--- config.mk ---
export PLATFORM = sky130hd
export DESIGN_NAME = trakball_emu
export DESIGN_NICKNAME = d
export VERILOG_FILES = /design/src/rtl/trakball_emu.sv
export SDC_FILE = /design/constraint.sdc
export NUM_CORES = 1
export LEC_CHECK = 0
export ABC_CLOCK_PERIOD_IN_PS = 5200
export BUFFER_PORTS_ARGS = -buffer_cell sky130_fd_sc_hd__buf_2
export CORE_AREA = 2 2 97 99
export CTS_CLUSTER_DIAMETER = 50
export DETAILED_ROUTE_END_ITERATION = 16
export DIE_AREA = 0 0 99 101
export GPL_TIMING_DRIVEN = 0
export PLACE_DENSITY = 0.75
export SYNTH_ARGS = -nofsm -noshare
export SYNTH_HDL_FRONTEND = slang
export SYNTH_SLANG_ARGS = --single-unit
--- constraint.sdc ---
create_clock -name clk_sys -period 5.2 [get_ports clk_sys]
set_input_delay 0 -clock clk_sys [delete_from_list [all_inputs] [get_ports clk_sys]]
set_output_delay 0 -clock clk_sys [all_outputs]
set_load 0.005 [all_outputs]
--- src/rtl/trakball_emu.sv ---
// Centipede trackball emulation: PS/2 mouse packets and digital directions feed per-axis
// saturating accumulators that are drained one quadrature count per rate tick.
module trakball_emu #(
  parameter int CLK_HZ      = 12000000,
  parameter int STEP_HZ     = 4000,
  parameter int ACCEL_MAX   = 4,
  parameter int ACCEL_TICKS = 32
) (
  input  logic        clk_sys,
  input  logic        reset,
  input  logic [24:0] ps2_mouse,
  input  logic        joy_l,
  input  logic        joy_r,
  input  logic        joy_u,
  input  logic        joy_d,
  input  logic        rot,
  output logic [3:0]  h_count,
  output logic        h_dir,
  output logic [3:0]  v_count,
  output logic        v_dir
);

  localparam int DIV = CLK_HZ / STEP_HZ;
  localparam int PW  = (DIV > 1) ? $clog2(DIV) : 1;
  localparam int SPW = $clog2(ACCEL_MAX + 1);
  localparam int HLW = $clog2(ACCEL_TICKS + 1);

  function automatic logic signed [11:0] sx9(input logic signed [8:0] v);
    return $signed({{3{v[8]}}, v});
  endfunction

  function automatic logic signed [11:0] sx10(input logic signed [9:0] v);
    return $signed({{2{v[9]}}, v});
  endfunction

  function automatic logic signed [9:0] sat10(input logic signed [11:0] v);
    if (v > 12'sd511)
      return 10'sd511;
    else if (v < -12'sd512)
      return -10'sd512;
    else
      return v[9:0];
  endfunction

  // One axis' digital contribution; opposing pair cancels.
  function automatic logic signed [11:0] dig(input logic pos, input logic neg,
                                             input logic signed [11:0] spd);
    if (pos && !neg)
      return spd;
    else if (neg && !pos)
      return -spd;
    else
      return 12'sd0;
  endfunction

  logic [PW-1:0]      presc_q, presc_d;
  logic               tick;
  logic               tog_q;
  logic               evt;
  logic [SPW-1:0]     speed_q, speed_d;
  logic [HLW-1:0]     hold_q, hold_d;
  logic signed [9:0]  h_acc_q, h_acc_d, v_acc_q, v_acc_d;
  logic [3:0]         h_cnt_q, h_cnt_d, v_cnt_q, v_cnt_d;
  logic               h_dir_q, h_dir_d, v_dir_q, v_dir_d;

  logic signed [8:0]  dx9, dy9;
  logic signed [11:0] h_mouse, v_mouse, h_dig, v_dig, h_step, v_step, spd_s;
  logic               any_held;

  assign tick     = (presc_q == PW'(DIV - 1));
  assign presc_d  = tick ? '0 : presc_q + PW'(1);
  assign evt      = ps2_mouse[24] ^ tog_q;
  assign dx9      = $signed({ps2_mouse[4], ps2_mouse[15:8]});
  assign dy9      = $signed({ps2_mouse[5], ps2_mouse[23:16]});
  assign any_held = joy_l | joy_r | joy_u | joy_d;
  assign spd_s    = $signed({{(12-SPW){1'b0}}, speed_q});

  always_comb begin
    h_mouse = 12'sd0;
    v_mouse = 12'sd0;
    h_dig   = 12'sd0;
    v_dig   = 12'sd0;
    h_step  = 12'sd0;
    v_step  = 12'sd0;
    speed_d = speed_q;
    hold_d  = hold_q;
    h_cnt_d = h_cnt_q;
    v_cnt_d = v_cnt_q;
    h_dir_d = h_dir_q;
    v_dir_d = v_dir_q;

    if (evt) begin
      if (rot) begin
        h_mouse = sx9(dy9);
        v_mouse = -sx9(dx9);
      end else begin
        h_mouse = sx9(dx9);
        v_mouse = sx9(dy9);
      end
    end

    if (tick) begin
      if (rot) begin
        h_dig = dig(joy_u, joy_d, spd_s);
        v_dig = dig(joy_l, joy_r, spd_s);
      end else begin
        h_dig = dig(joy_r, joy_l, spd_s);
        v_dig = dig(joy_u, joy_d, spd_s);
      end

      // Speed uses its pre-update value for this tick's contribution.
      if (any_held) begin
        if (hold_q == HLW'(ACCEL_TICKS - 1)) begin
          hold_d = '0;
          if (speed_q < SPW'(ACCEL_MAX))
            speed_d = speed_q + SPW'(1);
        end else begin
          hold_d = hold_q + HLW'(1);
        end
      end else begin
        speed_d = SPW'(1);
        hold_d  = '0;
      end

      if (h_acc_q != 10'sd0) begin
        h_dir_d = ~h_acc_q[9];
        h_step  = h_acc_q[9] ? -12'sd1 : 12'sd1;
        h_cnt_d = h_acc_q[9] ? h_cnt_q - 4'd1 : h_cnt_q + 4'd1;
      end
      if (v_acc_q != 10'sd0) begin
        v_dir_d = ~v_acc_q[9];
        v_step  = v_acc_q[9] ? -12'sd1 : 12'sd1;
        v_cnt_d = v_acc_q[9] ? v_cnt_q - 4'd1 : v_cnt_q + 4'd1;
      end
    end

    h_acc_d = sat10(sx10(h_acc_q) + h_mouse + h_dig - h_step);
    v_acc_d = sat10(sx10(v_acc_q) + v_mouse + v_dig - v_step);
  end

  always_ff @(posedge clk_sys) begin
    if (reset) begin
      presc_q <= '0;
      tog_q   <= ps2_mouse[24];
      speed_q <= SPW'(1);
      hold_q  <= '0;
      h_acc_q <= '0;
      v_acc_q <= '0;
      h_cnt_q <= '0;
      v_cnt_q <= '0;
      h_dir_q <= 1'b0;
      v_dir_q <= 1'b0;
    end else begin
      presc_q <= presc_d;
      tog_q   <= ps2_mouse[24];
      speed_q <= speed_d;
      hold_q  <= hold_d;
      h_acc_q <= h_acc_d;
      v_acc_q <= v_acc_d;
      h_cnt_q <= h_cnt_d;
      v_cnt_q <= v_cnt_d;
      h_dir_q <= h_dir_d;
      v_dir_q <= v_dir_d;
    end
  end

  assign h_count = h_cnt_q;
  assign h_dir   = h_dir_q;
  assign v_count = v_cnt_q;
  assign v_dir   = v_dir_q;

endmodule

# Yosys cells after proc, flatten, opt, wreduce, memory -nomap -nowiden
# Cells that the tools add are included.
dict set report word_totals {
  wordCells 89
  inputBits 32
  out_inout_bits 10
  regBits 52
}
dict set report op_classes {
  reduce_logical 16
  muxes 31
  n_lt_le_gt_ge 5
  n_bitwise 6
  n_eq_ne 4
  addsub 15
}
# op count
set ops {}
lappend ops {{$mux W12} 20}
lappend ops {{$add A10 B12 Y12} 2}
lappend ops {{$add A12 B12 Y12} 2}
lappend ops {{$gt A12 B10 Y1 const B} 2}
lappend ops {{$lt A12 B10 Y1 const B} 2}
lappend ops {{$sub A12 B12 Y12} 2}
lappend ops {{$mux W10} 2}
lappend ops {{$reduce_bool A10 Y1} 2}
lappend ops {{$mux W9} 2}
lappend ops {{$add A12 B1 Y12 const B} 1}
lappend ops {{$eq A12 B12 Y1 const B} 1}
lappend ops {{$mux W6} 2}
lappend ops {{$neg A3 Y12} 1}
lappend ops {{$neg A9 Y12} 1}
lappend ops {{$mux W3} 3}
lappend ops {{$add A4 B1 Y4 const B} 2}
lappend ops {{$mux W4} 2}
lappend ops {{$sub A4 B1 Y4 const B} 2}
lappend ops {{$add A6 B1 Y6 const B} 1}
lappend ops {{$eq A6 B5 Y1 const B} 1}
lappend ops {{$reduce_or A2 Y1} 3}
lappend ops {{$logic_and A1 B1 Y1} 4}
lappend ops {{$logic_not A1 Y1} 4}
lappend ops {{$ne A2 B1 Y1 const B} 2}
lappend ops {{7 further kinds} 11}

# Depth between registers and ports, before layout
dict set report logic_depth {
  word_depth 11
  depth_mapped 19
  depth_no_buf 18
}

# Worst setup path before layout
# Ideal clock, no wire load.
dict set report synth_path {
  path_type {reg-to-reg}
  from {reg presc_q[3]}
  to {reg v_acc_q[3]}
  arrival_ns 5.367
  setup_time_ns 0.132
  period_less_slack_ns 5.499
  path_stages_with_launch 19
  path_buffers 1
  required_ns 5.068
  slack_ns -0.299
  cell_sequence {dfxtp_1 or4b_4 nor4_1 clkbuf_1 nand2_1 fa_1 inv_1 fa_1 inv_1 ha_1 inv_1 fa_1 nor2b_1 o31a_1 o21a_1 a311oi_1 xnor3_1 nor3_4 o41ai_1}
}
dict set report synth_between {
  elab_chain_cells 7
  word_cells_on_any_way 9
  cone_classes {add/sub: 2; order compare: 2; eq/ne: 1; mux: 4}
}
# item line_no
set synth_lines {}
lappend synth_lines {{from (decl)} 56} ;# logic [PW-1:0] presc_q, presc_d;
lappend synth_lines {{from (signal assigned)} 154} ;# presc_q <= presc_d;
lappend synth_lines {{$eq A12 B12 Y1 (*)} 70} ;# assign tick = (presc_q == PW'(DIV - 1));
lappend synth_lines {{$mux W12} 102} ;# if (tick) begin
lappend synth_lines {{$add A12 B12 Y12} 138} ;# v_acc_d = sat10(sx10(v_acc_q) + v_mouse + v_dig - v_step);
lappend synth_lines {{$sub A12 B12 Y12 (*)} 138}
lappend synth_lines {{$lt A12 B10 Y1} 39} ;# else if (v < -12'sd512)
lappend synth_lines {{$mux W10} 39}
lappend synth_lines {{$mux W9 (*)} 37} ;# if (v > 12'sd511)
lappend synth_lines {{to (signal assigned)} 159} ;# v_acc_q <= v_acc_d;
lappend synth_lines {{to (decl)} 62} ;# logic signed [9:0] h_acc_q, h_acc_d, v_acc_q, v_acc_d;
# Every way passes the cells marked *; elsewhere a longest branch is shown, timed or not.
# A chain may end at the register's enable or synchronous reset.

# Final worst setup path
dict set report layout_path {
  from {reg presc_q[6]}
  to {reg h_acc_q[3]}
}
dict set report layout_between {
  elab_chain_cells 7
  word_cells_on_any_way 9
  cone_classes {add/sub: 2; order compare: 2; eq/ne: 1; mux: 4}
}
# item line_no
set layout_lines {}
lappend layout_lines {{$eq A12 B12 Y1 (*)} 70}
lappend layout_lines {{$mux W12} 102}
lappend layout_lines {{$add A12 B12 Y12} 137} ;# h_acc_d = sat10(sx10(h_acc_q) + h_mouse + h_dig - h_step);
lappend layout_lines {{$sub A12 B12 Y12 (*)} 137}
lappend layout_lines {{$lt A12 B10 Y1} 39}
lappend layout_lines {{$mux W10} 39}
lappend layout_lines {{$mux W9 (*)} 37}
lappend layout_lines {{to (signal assigned)} 147} ;# h_acc_q <= '0;
lappend layout_lines {{to (signal assigned)} 158} ;# h_acc_q <= h_acc_d;
lappend layout_lines {{to (decl)} 62}
# Marked as above.

==> reports/metrics.cfg <==
[clocking]
cts_buffer_depth = 2
cts_tree = yes
ctsHtreeMaxLevel = 2
numCtsBuffers = 5
cts.sinks = 52
clock-root-buffer = clkbuf_8
clkTransAtPathRegs_ps = 100
insertion_delay_ps = 310

[power]
p_switching_uw = 1900
switching_share_pct = 48.6
p_seq_share_pct = 14.9
pwr-share-clk_pct = 7.3
p_comb_share_pct = 77.7
pwr_density_cell_mw_per_mm2 = 703
leakage_uw = 0.00250
p_int_uw = 2010
ir_drop_v = 0.000829

[synthesis]
synth_nets = 663
ys_warn_count = 0
ys_ff_latch = 52
synth_top_area_share_pct = 21.5
synth_ff_type = dfxtp_1
synth-seq-area-share_pct = 21.5
syn_area_mm2 = 0.00485
synth_area_leaders = dfxtp_1, fa_1, ha_1
synth_edf_count = 0
yosys.cell_types.count = 55
syn_area_per_cell_um2 = 8.79
syn_inst = 552
async_flop_share_pct = 0
synth.largest_area_cell = dfxtp_1

[final_layout]
drive_above_1_share_pct = 14.2
instances_no_fill = 717
nets = 716
antennaDiodeCount = 0
final_common_cell = nor2_1
area_growth_pct = 14.9
layout_common_cells = nor2_1, inv_1, dfxtp_1

[detailed_routing]
first_iter_violations = 128
wl_per_cell_um = 15.7
dr.pass1.iters = 4
dr_total_vias = 4081
drc = 0
ant_nets = 0
wl_um = 11300
vias_per_cell = 5.69

[worst_setup_path]
critPathKind = reg -> reg
worstSetupPathDepth = 18
worstPathCellList = or4b_4 > nor4_4 > buf_8 > nand2_4 > fa_1 > inv_1 > fa_1 > inv_1 > ha_1 > inv_1 > fa_1 > nor2b_2 > o31a_1 > o211ai_1 > a21oi_2 > xnor2_4 > nor3_4 > o41ai_1
cp_slowest_cell = or4b_4
required_ps = 5390
crit_arrival_ps = 5110
critPathBufInv = 4
rr_worst_depth = 18
slowest_delay_ps = 570
startpoint_type = flop
cp_top_family = adder cells
cp_max_fo = 10
critPathCaptureType = flop

[sta]
maxSlewHeadroom_pct = 31.5
skew_ps = 13.6
setup_viol = 0
hold_viol = 0
fin_crit_ps = 4920
setup_slack_ps = 279
finalCritPeriodShare_pct = 94.6
worst_pin_slew_ps = 1020
drv_slew = 0
fmax_mhz = 203
rsz0062_at_grt = true

[die]
pin_count = 42
die_w_um = 99
die-area_mm2 = 0.0100
initial_core_util_pct = 54.0
core_area_mm2 = 0.00898
row_count = 35
chipHeight_um = 101

[place]
place_ws_ps = -820
port_buffers = 33
hpwl_um = 8900
placedCellCount = 696
gp_congestion = 0.932

[global_routing]
antenna_found_initial = 0
grt_max_degree = 17
grt_overflow = 0
grt_pass1_vias = 4151
grt.total_usage_pct = 23.9
grt_pass1_wl_um = 19400

[outcome]
status = finished clean

[worst_hold_path]
hold_path_class = in -> reg
worst_hold_path.num_cells = 3

[run]
maxCapViolations = 0

-- area by class of cell --
cell class | count | area (um2)
clock buffers | 6 | 72.6
well taps | 111 | 139
clock inverters | 2 | 38.8
flip-flops and latches | 52 | 1040
fillers | 757 | 3400
multi-input cells | 420 | 3690
plain buffers | 13 | 61.3
repair buffers | 46 | 278
inverters | 67 | 251
-- power groups by stage --
stage / registers, uW / logic, uW / clock network, uW
2_1_floorplan: 571 / 2070 / 0
5_1_grt: 597 / 3390 / 311
3_3_place_gp: 589 / 2450 / 0
6_report: 585 / 3040 / 288
3_5_place_dp: 591 / 2560 / 0
4_1_cts: 585 / 2830 / 294
-- path summary, 6_finish.rpt --
kind	from	to	slack, ps
max	presc_q[6]	h_acc_q[3]	280
min	joy_r	speed_q[2]	200
max reg2reg	presc_q[6]	h_acc_q[3]	280
min reg2reg	presc_q[0]	presc_q[0]	450
-- cells by family (layout without fill, tap and decap cells) --
family                   count (synthesis)  count (layout)  share of synthesized area (%)
AND/OR/NAND/NOR                        169             169                           17.3
AO/OA/AOI/OAI                          104             104                           14.4
buffers and inverters                   80             134                           6.19
adder cells (fa/ha/maj)                 79              79                           27.3
flip-flops                              52              52                           21.5
XOR/XNOR                                45              45                           8.56
multiplexers                            23              23                           4.74
-- worst reg2reg max path, stage by stage (launching register included) --
cell	delay [ps]
dfxtp_1	350
or4b_4	570
nor4_4	240
buf_8	190
nand2_4	150
fa_1	550
inv_1	50
fa_1	470
inv_1	70
ha_1	190
inv_1	70
fa_1	390
nor2b_2	170
o31a_1	270
o211ai_1	180
a21oi_2	270
xnor2_4	130
nor3_4	350
o41ai_1	130
-- synth_stat cells, types with 3 or more instances --
cell,count
nor2_1,67
inv_1,66
dfxtp_1,52
fa_1,45
ha_1,34
nand2_1,33
xnor2_1,29
a21oi_1,23
mux2i_1,23
o21ai_0,15
xor2_1,14
nor2b_1,13
nand3_1,10
clkbuf_1,9
o21a_1,9
a211oi_1,8
o31ai_1,8
nor3_1,7
nor4_1,7
a22oi_1,6
o211ai_1,6
nand2b_1,5
a21o_1,4
buf_1,4
o41ai_1,4
or3_1,4
a31oi_1,3
o21ai_1,3
or2_2,3
-- routing by layer --
metal  track usage (%)  vias to the layer above  part of all wire, %  routed length (um)
li1                  -                     1976                    -                   -
met2              43.7                       94                   51                5790
met4              6.22                        0                  1.7                 195
met1              29.9                     1993                   43                4790
met3              2.91                       18                  4.3                 482
met5                 0                        -                    0                   0
-- per-stage QoR --
| step | hold WS (ps) | setup TNS [ps] | power, uW | cell area (um2) | util [%] |
|---|---|---|---|---|---|
| floorplan | 27.7 | 0 | 2640 | 4860 | - |
| global placement | 128 | -11640 | 3040 | 5160 | 57.5 |
| detailed placement | 130 | -12700 | 3150 | 5160 | 57.5 |
| CTS | 179 | 0 | 3710 | 5450 | 60.7 |
| global route | 219 | -132 | 4300 | 5570 | 62.1 |
| finish | 197 | 0 | 3920 | 5570 | 62.1 |
-- flip-flops by register name, indices dropped and copies added, names as in the netlist --
| signal | cells |
|---|---|
| v_dir | 1 |
| presc_q | 12 |
| hold_q | 6 |
| h_acc_q | 10 |
| tog_q | 1 |
| h_dir | 1 |
| v_acc_q | 10 |
| speed_q | 3 |
| h_count | 4 |
| v_count | 4 |
-- timing repair --
item | in CTS | in global routing
pin swaps | 4 | 7
gates resized for setup | 21 | 17
buffers inserted | 5 | 7
cloned | 0 | 0
setup endpoints to repair | 20 | 19
hold endpoints to repair | 1 | 0
hold buffers | 1 | 0
(Power assumes the default switching activity.)
